[src/rtl/nn_seq_controller_if.sv]
// rtl/nn_seq_controller_if.sv - config bus and input/output stream handshakes for nn_seq_controller
interface nn_seq_controller_if;
    logic       cfg_we;
    logic [4:0] cfg_addr;
    logic [3:0] cfg_data;
    logic       cfg_err;
    logic       in_valid;
    logic       in_ready;
    logic [1:0] in_x1;
    logic [1:0] in_x2;
    logic       out_valid;
    logic       out_ready;
    logic [1:0] out_y;

    modport master (
        output cfg_we, cfg_addr, cfg_data, in_valid, in_x1, in_x2, out_ready,
        input  cfg_err, in_ready, out_valid, out_y
    );

    modport slave (
        input  cfg_we, cfg_addr, cfg_data, in_valid, in_x1, in_x2, out_ready,
        output cfg_err, in_ready, out_valid, out_y
    );
endinterface

[src/rtl/nn_seq_controller.sv]
// rtl/nn_seq_controller.sv - sequenced 2-3-1 network on one shared MAC neuron, 11 steps per inference
// Optional NN_SEQ_PERF_EN adds a 16-bit completed-inference counter (perf_count).
module nn_seq_controller (
    input  logic clk,
    input  logic rst,
    nn_seq_controller_if.slave bus,
    output logic busy
`ifdef NN_SEQ_PERF_EN
    ,
    output logic [15:0] perf_count
`endif
);
    typedef enum logic [1:0] {IDLE, RUN, DONE} state_t;

    state_t     state, state_nxt;
    logic [3:0] step;
    logic [1:0] x1, x2;
    logic [1:0] f1, f2, f3, f4, f5;
    logic [1:0] y_q;
    logic [5:0] acc, acc_nxt;
    logic       err_q;
    logic [1:0] w [0:10];
    logic [3:0] b [0:5];

    logic [1:0] op_a, op_w;
    logic [3:0] op_b;
    logic       first, last;
    logic [3:0] prod;
    logic [1:0] act;
    logic [2:0] bias_idx;
    logic       accept, handoff;

    assign accept   = (state == IDLE) && bus.in_valid;
    assign handoff  = (state == DONE) && bus.out_ready;
    assign bias_idx = 3'(cfg_addr_minus_11(bus.cfg_addr));

    function automatic logic [4:0] cfg_addr_minus_11(input logic [4:0] a);
        return a - 5'd11;
    endfunction

    always_ff @(posedge clk) begin
        if (rst) state <= IDLE;
        else     state <= state_nxt;
    end

    always_comb begin
        state_nxt = state;
        case (state)
            IDLE:    if (bus.in_valid)  state_nxt = RUN;
            RUN:     if (step == 4'd10) state_nxt = DONE;
            DONE:    if (bus.out_ready) state_nxt = IDLE;
            default: state_nxt = IDLE;
        endcase
    end

    always_comb begin
        bus.in_ready  = (state == IDLE);
        bus.out_valid = (state == DONE);
        busy          = (state == RUN);
        bus.out_y     = y_q;
        bus.cfg_err   = err_q;
    end

    // Operand schedule: the first step of each neuron seeds acc with its bias.
    always_comb begin
        op_a  = 2'd0;
        op_w  = 2'd0;
        op_b  = 4'd0;
        first = 1'b0;
        last  = 1'b0;
        case (step)
            4'd0:  begin op_a = x1; op_w = w[0];  op_b = b[0]; first = 1'b1; last = 1'b1; end
            4'd1:  begin op_a = x2; op_w = w[1];  op_b = b[1]; first = 1'b1; last = 1'b1; end
            4'd2:  begin op_a = f1; op_w = w[2];  op_b = b[2]; first = 1'b1; end
            4'd3:  begin op_a = f2; op_w = w[5];  last = 1'b1; end
            4'd4:  begin op_a = f1; op_w = w[3];  op_b = b[3]; first = 1'b1; end
            4'd5:  begin op_a = f2; op_w = w[6];  last = 1'b1; end
            4'd6:  begin op_a = f1; op_w = w[4];  op_b = b[4]; first = 1'b1; end
            4'd7:  begin op_a = f2; op_w = w[7];  last = 1'b1; end
            4'd8:  begin op_a = f3; op_w = w[8];  op_b = b[5]; first = 1'b1; end
            4'd9:  begin op_a = f4; op_w = w[9];  end
            4'd10: begin op_a = f5; op_w = w[10]; last = 1'b1; end
            default: ;
        endcase
        prod    = {2'b00, op_a} * {2'b00, op_w};
        acc_nxt = first ? ({2'b00, op_b} + {2'b00, prod}) : (acc + {2'b00, prod});
        act     = (acc_nxt > 6'd3) ? 2'd3 : acc_nxt[1:0];
    end

    always_ff @(posedge clk) begin
        if (rst) begin
            step  <= 4'd0;
            x1    <= 2'd0;
            x2    <= 2'd0;
            f1    <= 2'd0;
            f2    <= 2'd0;
            f3    <= 2'd0;
            f4    <= 2'd0;
            f5    <= 2'd0;
            y_q   <= 2'd0;
            acc   <= 6'd0;
            err_q <= 1'b0;
            for (int i = 0; i < 11; i++) w[i] <= 2'd0;
            for (int i = 0; i < 6; i++)  b[i] <= 4'd0;
        end else begin
            err_q <= bus.cfg_we && (state == RUN);
            if (bus.cfg_we && (state != RUN)) begin
                if (bus.cfg_addr < 5'd11)      w[bus.cfg_addr[3:0]] <= bus.cfg_data[1:0];
                else if (bus.cfg_addr < 5'd17) b[bias_idx]          <= bus.cfg_data;
            end
            if (accept) begin
                x1   <= bus.in_x1;
                x2   <= bus.in_x2;
                step <= 4'd0;
            end
            if (state == RUN) begin
                acc  <= acc_nxt;
                step <= step + 4'd1;
                if (last) begin
                    case (step)
                        4'd0:    f1  <= act;
                        4'd1:    f2  <= act;
                        4'd3:    f3  <= act;
                        4'd5:    f4  <= act;
                        4'd7:    f5  <= act;
                        default: y_q <= act;
                    endcase
                end
            end
        end
    end

`ifdef NN_SEQ_PERF_EN
    always_ff @(posedge clk) begin
        if (rst)          perf_count <= 16'd0;
        else if (handoff) perf_count <= perf_count + 16'd1;
    end
`else
    logic unused_handoff;
    assign unused_handoff = handoff;
`endif
endmodule

[src/flat_wrapper.sv]
// flat-port wrapper written by rule: the top's interface ports become plain ports
module nn_seq_controller_flat 
  (clk, rst, busy, bus_cfg_we, bus_cfg_addr, bus_cfg_data, bus_in_valid, bus_in_x1, bus_in_x2, bus_out_ready, bus_cfg_err, bus_in_ready, bus_out_valid, bus_out_y);
  nn_seq_controller_if bus_i ();
  input  logic clk;
  input  logic rst;
  output logic busy;
  input wire logic [$bits(bus_i.cfg_we)-1:0] bus_cfg_we;
  input wire logic [$bits(bus_i.cfg_addr)-1:0] bus_cfg_addr;
  input wire logic [$bits(bus_i.cfg_data)-1:0] bus_cfg_data;
  input wire logic [$bits(bus_i.in_valid)-1:0] bus_in_valid;
  input wire logic [$bits(bus_i.in_x1)-1:0] bus_in_x1;
  input wire logic [$bits(bus_i.in_x2)-1:0] bus_in_x2;
  input wire logic [$bits(bus_i.out_ready)-1:0] bus_out_ready;
  output wire logic [$bits(bus_i.cfg_err)-1:0] bus_cfg_err;
  output wire logic [$bits(bus_i.in_ready)-1:0] bus_in_ready;
  output wire logic [$bits(bus_i.out_valid)-1:0] bus_out_valid;
  output wire logic [$bits(bus_i.out_y)-1:0] bus_out_y;
  assign bus_i.cfg_we = bus_cfg_we;
  assign bus_i.cfg_addr = bus_cfg_addr;
  assign bus_i.cfg_data = bus_cfg_data;
  assign bus_i.in_valid = bus_in_valid;
  assign bus_i.in_x1 = bus_in_x1;
  assign bus_i.in_x2 = bus_in_x2;
  assign bus_i.out_ready = bus_out_ready;
  assign bus_cfg_err = bus_i.cfg_err;
  assign bus_in_ready = bus_i.in_ready;
  assign bus_out_valid = bus_i.out_valid;
  assign bus_out_y = bus_i.out_y;
  nn_seq_controller u_core (.clk(clk), .rst(rst), .bus(bus_i), .busy(busy));
endmodule
[config.mk]
export PLATFORM = sky130hd
export DESIGN_NAME = nn_seq_controller_flat
export DESIGN_NICKNAME = d
export VERILOG_FILES = /design/src/rtl/nn_seq_controller_if.sv /design/src/rtl/nn_seq_controller.sv /design/src/flat_wrapper.sv
export SDC_FILE = /design/constraint.sdc
export NUM_CORES = 1
export LEC_CHECK = 0
export ABC_AREA = 1
export CAP_MARGIN = 20
export CORE_MARGIN = 3
export CORE_UTILIZATION = 54
export CTS_CLUSTER_DIAMETER = 120
export DETAILED_ROUTE_END_ITERATION = 8
export PLACE_DENSITY_LB_ADDON = 0.1
export SYNTH_ARGS = -nofsm -noshare
export SYNTH_HDL_FRONTEND = slang
export SYNTH_SLANG_ARGS = --single-unit
[constraint.sdc]
create_clock -name clk -period 3.27 [get_ports clk]
set_input_delay 0.4905 -clock clk [delete_from_list [all_inputs] [get_ports clk]]
set_output_delay 0.4905 -clock clk [all_outputs]
set_load 0.01 [all_outputs]
==> run_results.csv, run 1 <==
group,metric,value,unit
synthesis,syn_avg_cell_area,7.928,um^2
synthesis,yosysSeqAreaShare,0.4683,
power,p_per_area,419.6,mW/mm^2
placement,dp.cells,671,
routing,ant_nets,0,
setup_path,crit_type,"reg2reg",
layout,nNetsFinal,631,
routing,via_per_inst,5.328,
routing,dr.pass1.iters,5,
die,core-area,0.007370,mm^2
power,ir_worst_vdd,0.0003153,V
timing,fin_hold_ws,0.5031,ns
cts,clock_latency,0.36,ns
die,num_rows,31,
timing,worstMarginPinSlew,0.4837,ns
layout,final_cell_mix,"nand2_1 (107), nor2_1 (84), inv_1 (67)",
synthesis,synth-edff-count,44,
die,dieArea,0.008766,mm^2
synthesis,ys_types,38,
power,leakage,2.366,nW
layout,drive_gt1_frac,0.2617,
timing,clock-skew-final,0.01133,ns
cts,hold_buffers,0,
setup_path,rr_worst_depth,20,
synthesis,synthesis.area,0.004146,mm^2
synthesis,synth-seq-cells,75,
timing,max_freq,0.3166,GHz
routing,routed_wl,10.90,mm
cts,clk_pin_slew,0.08,ns
cts,cts-root-buf,"clkbuf_8",
die,io_pins,24,
setup_path,worst-path-max-fanout,6,
routing,drt-initial-drc-count,203,
flow_run,maxCapViolCount,0,
power,p_total,2.283,mW
cts,cts.sinks,75,
synthesis,yosys_most_used_dff,"edfxtp_1",
synthesis,ys_warn_count,0,
synthesis,synthCells,523,
placement,gp_congestion,0.9225,
cts,cts_tree,"built",
setup_path,cp-end-kind,"flip-flop",
timing,fin_crit_sh,0.9659,
cts,clock_path_buffers,2,
layout,antenna_cells,0,
layout,finalNonFillerCells,699,
layout,area_growth,31.20,%
global_route,antenna_found_initial,0,
global_route,grt_max_degree,23,
global_route,grt-ovfl-total,0,
synthesis,syn-num-nets,559,
cts,h-tree-depth,3,
global_route,grt_pass1_vias,3601,
routing,vias,3724,
layout,fill_cells,553,
timing,setup_viol,0,
setup_path,arrival,3.43,ns
global_route,grt_pass1_wl,16.97,mm
timing,fin_ws,0.1116,ns
global_route,track_usage,0.2519,
cts,cts_buffers,9,
timing,max_slew_margin,0.6733,
routing,wl_per_cell,15.59,um
die,start_util,0.5626,
timing,hold_viol,0,
layout,design_area,0.005440,mm^2
timing,drv_slew,0,
setup_path,required,3.54,ns
hold_path,holdPathStages,2,
placement,io_buffer_count,23,
synthesis,asyncSetResetFlopFracSynth,0,
timing,post-route-min-period,3.158,ns
setup_path,startpoint_type,"flip-flop",
placement,hpwlAfterDp,7.662,mm
placement,preCtsSetupSlack,-0.2909,ns
run_status,status,"complete, no violations",
hold_path,hp-class,"reg2reg",
routing,drc_errors,0,
placement,placed_area,0.004725,mm^2
die,die_y,93.63,um
die,fp.dieW,93.63,um
layout,layout_commonest_cell,"nand2_1",
worst max-delay path, stage by stage, from the launching register on:
cell and delay [ns]:
dfxtp_4 0.40, inv_4 0.06, ha_4 0.17, nand3_1 0.21
o22ai_2 0.11, a21oi_2 0.17, nand3_4 0.10, buf_6 0.14
buf_4 0.13, nand2_4 0.07, inv_4 0.04, ha_4 0.15
fa_2 0.41, a21oi_2 0.16, o21bai_1 0.12, nand2_2 0.11
nand2_4 0.08, nor2_4 0.17, nand4_1 0.13, nand2_1 0.09
inv_1 0.03
sequential cells by signal, indices dropped and copies added, names as in the netlist:
signal and count:
u_core.b 24, u_core.w 22, u_core.acc 6, u_core.step 4, u_core.bus.out_y 2, u_core.f1 2
u_core.f2 2, u_core.f3 2, u_core.f4 2, u_core.f5 2, u_core.state 2, u_core.x1 2
u_core.x2 2, u_core.bus.cfg_err 1
where the power goes:
group | switching (mW) | internal (mW) | leakage (nW)
Sequential | 0.0295 | 1.04 | 0.708
Combinational | 0.246 | 0.167 | 1.55
Clock | 0.368 | 0.435 | 0.110
Total | 0.644 | 1.64 | 2.37
logic make-up after synthesis:
family,share of synthesized area
buffers and inverters,0.09082
flip-flops,0.4683
AO/OA/AOI/OAI,0.09023
AND/OR/NAND/NOR,0.2864
adder cells (fa/ha/maj),0.05794
XOR/XNOR,0.006338
area by class of cell:
| cell class | instances | area [um^2] | area share |
|---|---|---|---|
| tap | 99 | 123.9 | 0.02277 |
| multi-input combinational | 355 | 2215 | 0.4071 |
| sequential | 75 | 1952 | 0.3588 |
| clock buffer | 9 | 123.9 | 0.02277 |
| timing repair buffer | 72 | 609.3 | 0.1120 |
| inverter | 82 | 317.8 | 0.05842 |
| clock inverter | 7 | 98.84 | 0.01817 |
cell usage after synthesis, types with 3 or more instances:
cell type / n / area share
a21oi_1: 22 / 0.027
a221oi_1: 8 / 0.017
clkbuf_1: 9 / 0.0081
dfxtp_1: 31 / 0.15
edfxtp_1: 44 / 0.32
ha_1: 16 / 0.048
inv_1: 76 / 0.069
inv_2: 5 / 0.0045
nand2_1: 123 / 0.11
nand2_2: 7 / 0.011
nand3_1: 22 / 0.027
nand4_1: 17 / 0.026
nor2_1: 86 / 0.078
nor2_2: 6 / 0.0091
nor2_4: 4 / 0.011
o211ai_1: 3 / 0.0054
o21ai_0: 13 / 0.016
o21ai_1: 3 / 0.0036
o22ai_1: 3 / 0.0045
stage by stage:
stage	utilization	setup TNS, ns
after CTS	0.6871	0
after detailed placement	0.6411	-2.971
final	0.7382	0
after global routing	0.7382	-0.2393
after floorplan	-	0
after global placement	0.6411	-2.503
routing by layer:
metal	routed length, um	GRT usage	part of all wire
met5	0	0	0
met4	238	0.06859	0.022
met3	557	0.06034	0.051
met2	5623	0.4425	0.52
met1	4477	0.3088	0.41
timing repair:
| item | CTS | global route |
|---|---|---|
| endpoints found under the setup margin | 14 | 16 |
| setup buffers | 1 | 9 |
| pin swaps | 4 | 31 |
| gates cloned | 2 | 0 |
| resized for setup | 16 | 77 |
final timing paths:
| kind | startpoint | slack, ns | endpoint |
|---|---|---|---|
| worst min-delay path | u_core.acc[5] | 0.50 | u_core.acc[5] |
| worst max-delay path | u_core.step[1] | 0.11 | u_core.bus.out_y[0] |
| worst min register to register | u_core.acc[5] | 0.50 | u_core.acc[5] |
| worst max register to register | u_core.step[1] | 0.11 | u_core.bus.out_y[0] |
Note: power is estimated with default switching activity, not from simulation.
==> run 2, diff against run 1 <==
CORE_ASPECT_RATIO = 2   (was not set)
CORE_MARGIN = 2   (was 3)
==> run 2 against run 1 <==
The flow now finishes with violations (setup timing). Clock power grew 42%. Via count down 1.8%. Global-route usage grew 1.0 points. First-iteration DRC count grew 19%. Final area shrank 1.0%. Worst hold slack got worse by 0.0098 ns. Combinational power fell by 2%. Largest cell class unchanged. Highest routed layer unchanged.
==> run_results.csv, run 2 (synthesis results as in run 1) <==
group,metric,value,unit
setup_path,crit_type,"reg2reg",
timing,post-route-min-period,3.293,ns
setup_path,slowest_stage,"dfxtp_2",
routing,dr.pass1.iters,5,
flow_run,maxCapViolCount,0,
timing,fin_crit_sh,1.007,
die,fp.dieW,65.96,um
layout,multiInputGateArea,0.002029,mm^2
timing,fin_hold_ws,0.4933,ns
global_route,grt-ovfl-total,0,
power,p_total,2.603,mW
setup_path,cp_cell_sequence,"buf_6 > ha_2 > nand3_1 > buf_4 > o22ai_1 > nor2_1 > nand3_1 > nand2_1 > inv_2 > ha_4 > inv_2 > fa_2 > nand3b_1 > nand3_1 > nand2_1 > nand2_1 > nand2_2 > nor2_4 > clkbuf_16 > nand4_1 > nand2_1 > inv_1",
die,io_pins,24,
setup_path,startpoint_type,"flip-flop",
global_route,track_usage,0.2623,
layout,largest-register,"u_core.b",
layout,fill_cells,609,
routing,vias,3656,
setup_path,rr_worst_depth,22,
setup_path,cp_num_buf_inv,6,
timing,worstMarginPinSlew,0.6648,ns
timing,fin_ws,-0.02339,ns
routing,wl_per_cell,15.10,um
routing,via_per_inst,5.314,
layout,finalNonFillerCells,688,
setup_path,cp_num_cells,22,
timing,setup_viol,2,
cts,cts.sinks,75,
timing,max_freq,0.3036,GHz
placement,hpwlAfterDp,7.726,mm
layout,reg_top3,"u_core.b (24), u_core.w (22), u_core.acc (6)",
setup_path,r2r_start,"u_core.step[1]",
timing,clock-skew-final,0.007213,ns
setup_path,path_delay_family,"simple AND/OR/NAND/NOR gates",
layout,regArea,0.001948,mm^2
setup_path,worst-path-max-fanout,5,
timing,drv_slew,0,
global_route,grt_pass1_vias,3687,
timing,hold_viol,0,
cts,cts_tree,"built",
die,core-area,0.007545,mm^2
layout,antenna_cells,0,
setup_path,critPathLaunch,"u_core.step[1]",
hold_path,hp-class,"reg2reg",
run_status,violations,"setup timing",
global_route,grt_pass1_wl,16.77,mm
power,p_per_area,483.4,mW/mm^2
die,num_rows,45,
global_route,grt_max_degree,24,
setup_path,crit_path_end,"u_core.f2[0]",
setup_path,reg2reg_to,"u_core.f2[0]",
global_route,antenna_found_initial,0,
timing,max_slew_margin,0.5510,
die,dieArea,0.008438,mm^2
setup_path,arrival,3.53,ns
cts,clock_latency,0.34,ns
power,leakage,2.387,nW
cts,clock_path_buffers,2,
placement,io_buffer_count,23,
setup_path,max_stage_delay,0.33,ns
placement,dp.cells,665,
routing,ant_nets,0,
setup_path,rrSetupSlack,-0.02,ns
cts,hold_buffers,0,
routing,drc_errors,0,
cts,clk_pin_slew,0.06,ns
layout,area_growth,29.87,%
cts,cts_buffers,9,
layout,nNetsFinal,625,
cts,cts-root-buf,"clkbuf_16",
setup_path,cp_common_cell,"nand2_1",
layout,drive_gt1_frac,0.2172,
hold_path,hp-start,"u_core.acc[5]",
die,start_util,0.5496,
setup_path,cp-end-kind,"flip-flop",
die,die_y,127.9,um
routing,routed_wl,10.39,mm
power,ir_worst_vdd,0.0004312,V
run_status,status,"finished with violations",
layout,layout_commonest_cell,"nand2_1",
routing,drt-initial-drc-count,242,
setup_path,required,3.50,ns
layout,largest_reg_flops,24,
placement,gp_congestion,0.8776,
layout,final_cell_mix,"nand2_1 (118), nor2_1 (84), inv_1 (67)",
timing,rsz0062_at_grt,"true",
cts,h-tree-depth,3,
==> run 2: through the flow <==
| step | worst slack (ns) | TNS [ns] | instance area (um^2) | util |
|---|---|---|---|---|
| 6_report | -0.02339 | -0.03441 | 5385 | 0.7138 |
| 5_1_grt | -0.1885 | -1.797 | 5385 | 0.7138 |
| 2_1_floorplan | 0.08031 | 0 | 4146 | - |
| 4_1_cts | 0.03352 | 0 | 5186 | 0.6874 |
| 3_5_place_dp | -0.3361 | -3.996 | 4723 | 0.6260 |
| 3_3_place_gp | -0.3133 | -3.739 | 4723 | 0.6260 |
==> run 2: report_power, final <==
group	internal, mW	leakage, nW	switching, mW
registers	1.04	0.707	0.0221
logic	0.168	1.52	0.235
clock network	0.748	0.163	0.392
total	1.95	2.39	0.649
==> run 2: worst min path at each step <==
| stage | endpoint | cells past startpoint | slack [ns] |
|---|---|---|---|
| 2_1_floorplan | u_core.x1[0] | 2 | 0.46 |
| 3_3_place_gp | u_core.acc[5] | 2 | 0.48 |
| 3_5_place_dp | u_core.acc[5] | 2 | 0.48 |
| 4_1_cts | u_core.acc[5] | 2 | 0.49 |
| 5_1_grt | u_core.x1[0] | 2 | 0.52 |
| 6_report | u_core.acc[5] | 2 | 0.49 |
==> run 2: per-layer routing <==
metal / up-vias / routed length, um / global-route usage
met2: 105 / 5829 / 0.4938
li1: 1843 / - / -
met1: 1673 / 3738 / 0.2604
met3: 35 / 307 / 0.03863
met5: - / 0 / 0
met4: 0 / 513 / 0.1525
==> run 2: final cells by class <==
| class | count | share of cell area |
|---|---|---|
| multi-input cells | 353 | 0.3769 |
| flip-flops and latches | 75 | 0.3618 |
| repair buffers | 68 | 0.1185 |
| inverters | 82 | 0.05716 |
| clock buffers | 10 | 0.04252 |
| well taps | 94 | 0.02184 |
| clock inverters | 6 | 0.02138 |
==> run 2: tightest hold or removal path, delay by kind of cell (launching register included) <==
kind               cells  cell delay [ns]
AOI/OAI and AO/OA      1             0.06
DFF                    1             0.32
and+or+nand+nor        1             0.07
==> run 2: timing repair <==
action | CTS | global route
pin swaps | 4 | 20
gates cloned | 0 | 1
gates resized for setup | 14 | 44
buffers inserted | 2 | 4
endpoints found under the setup margin | 16 | 16
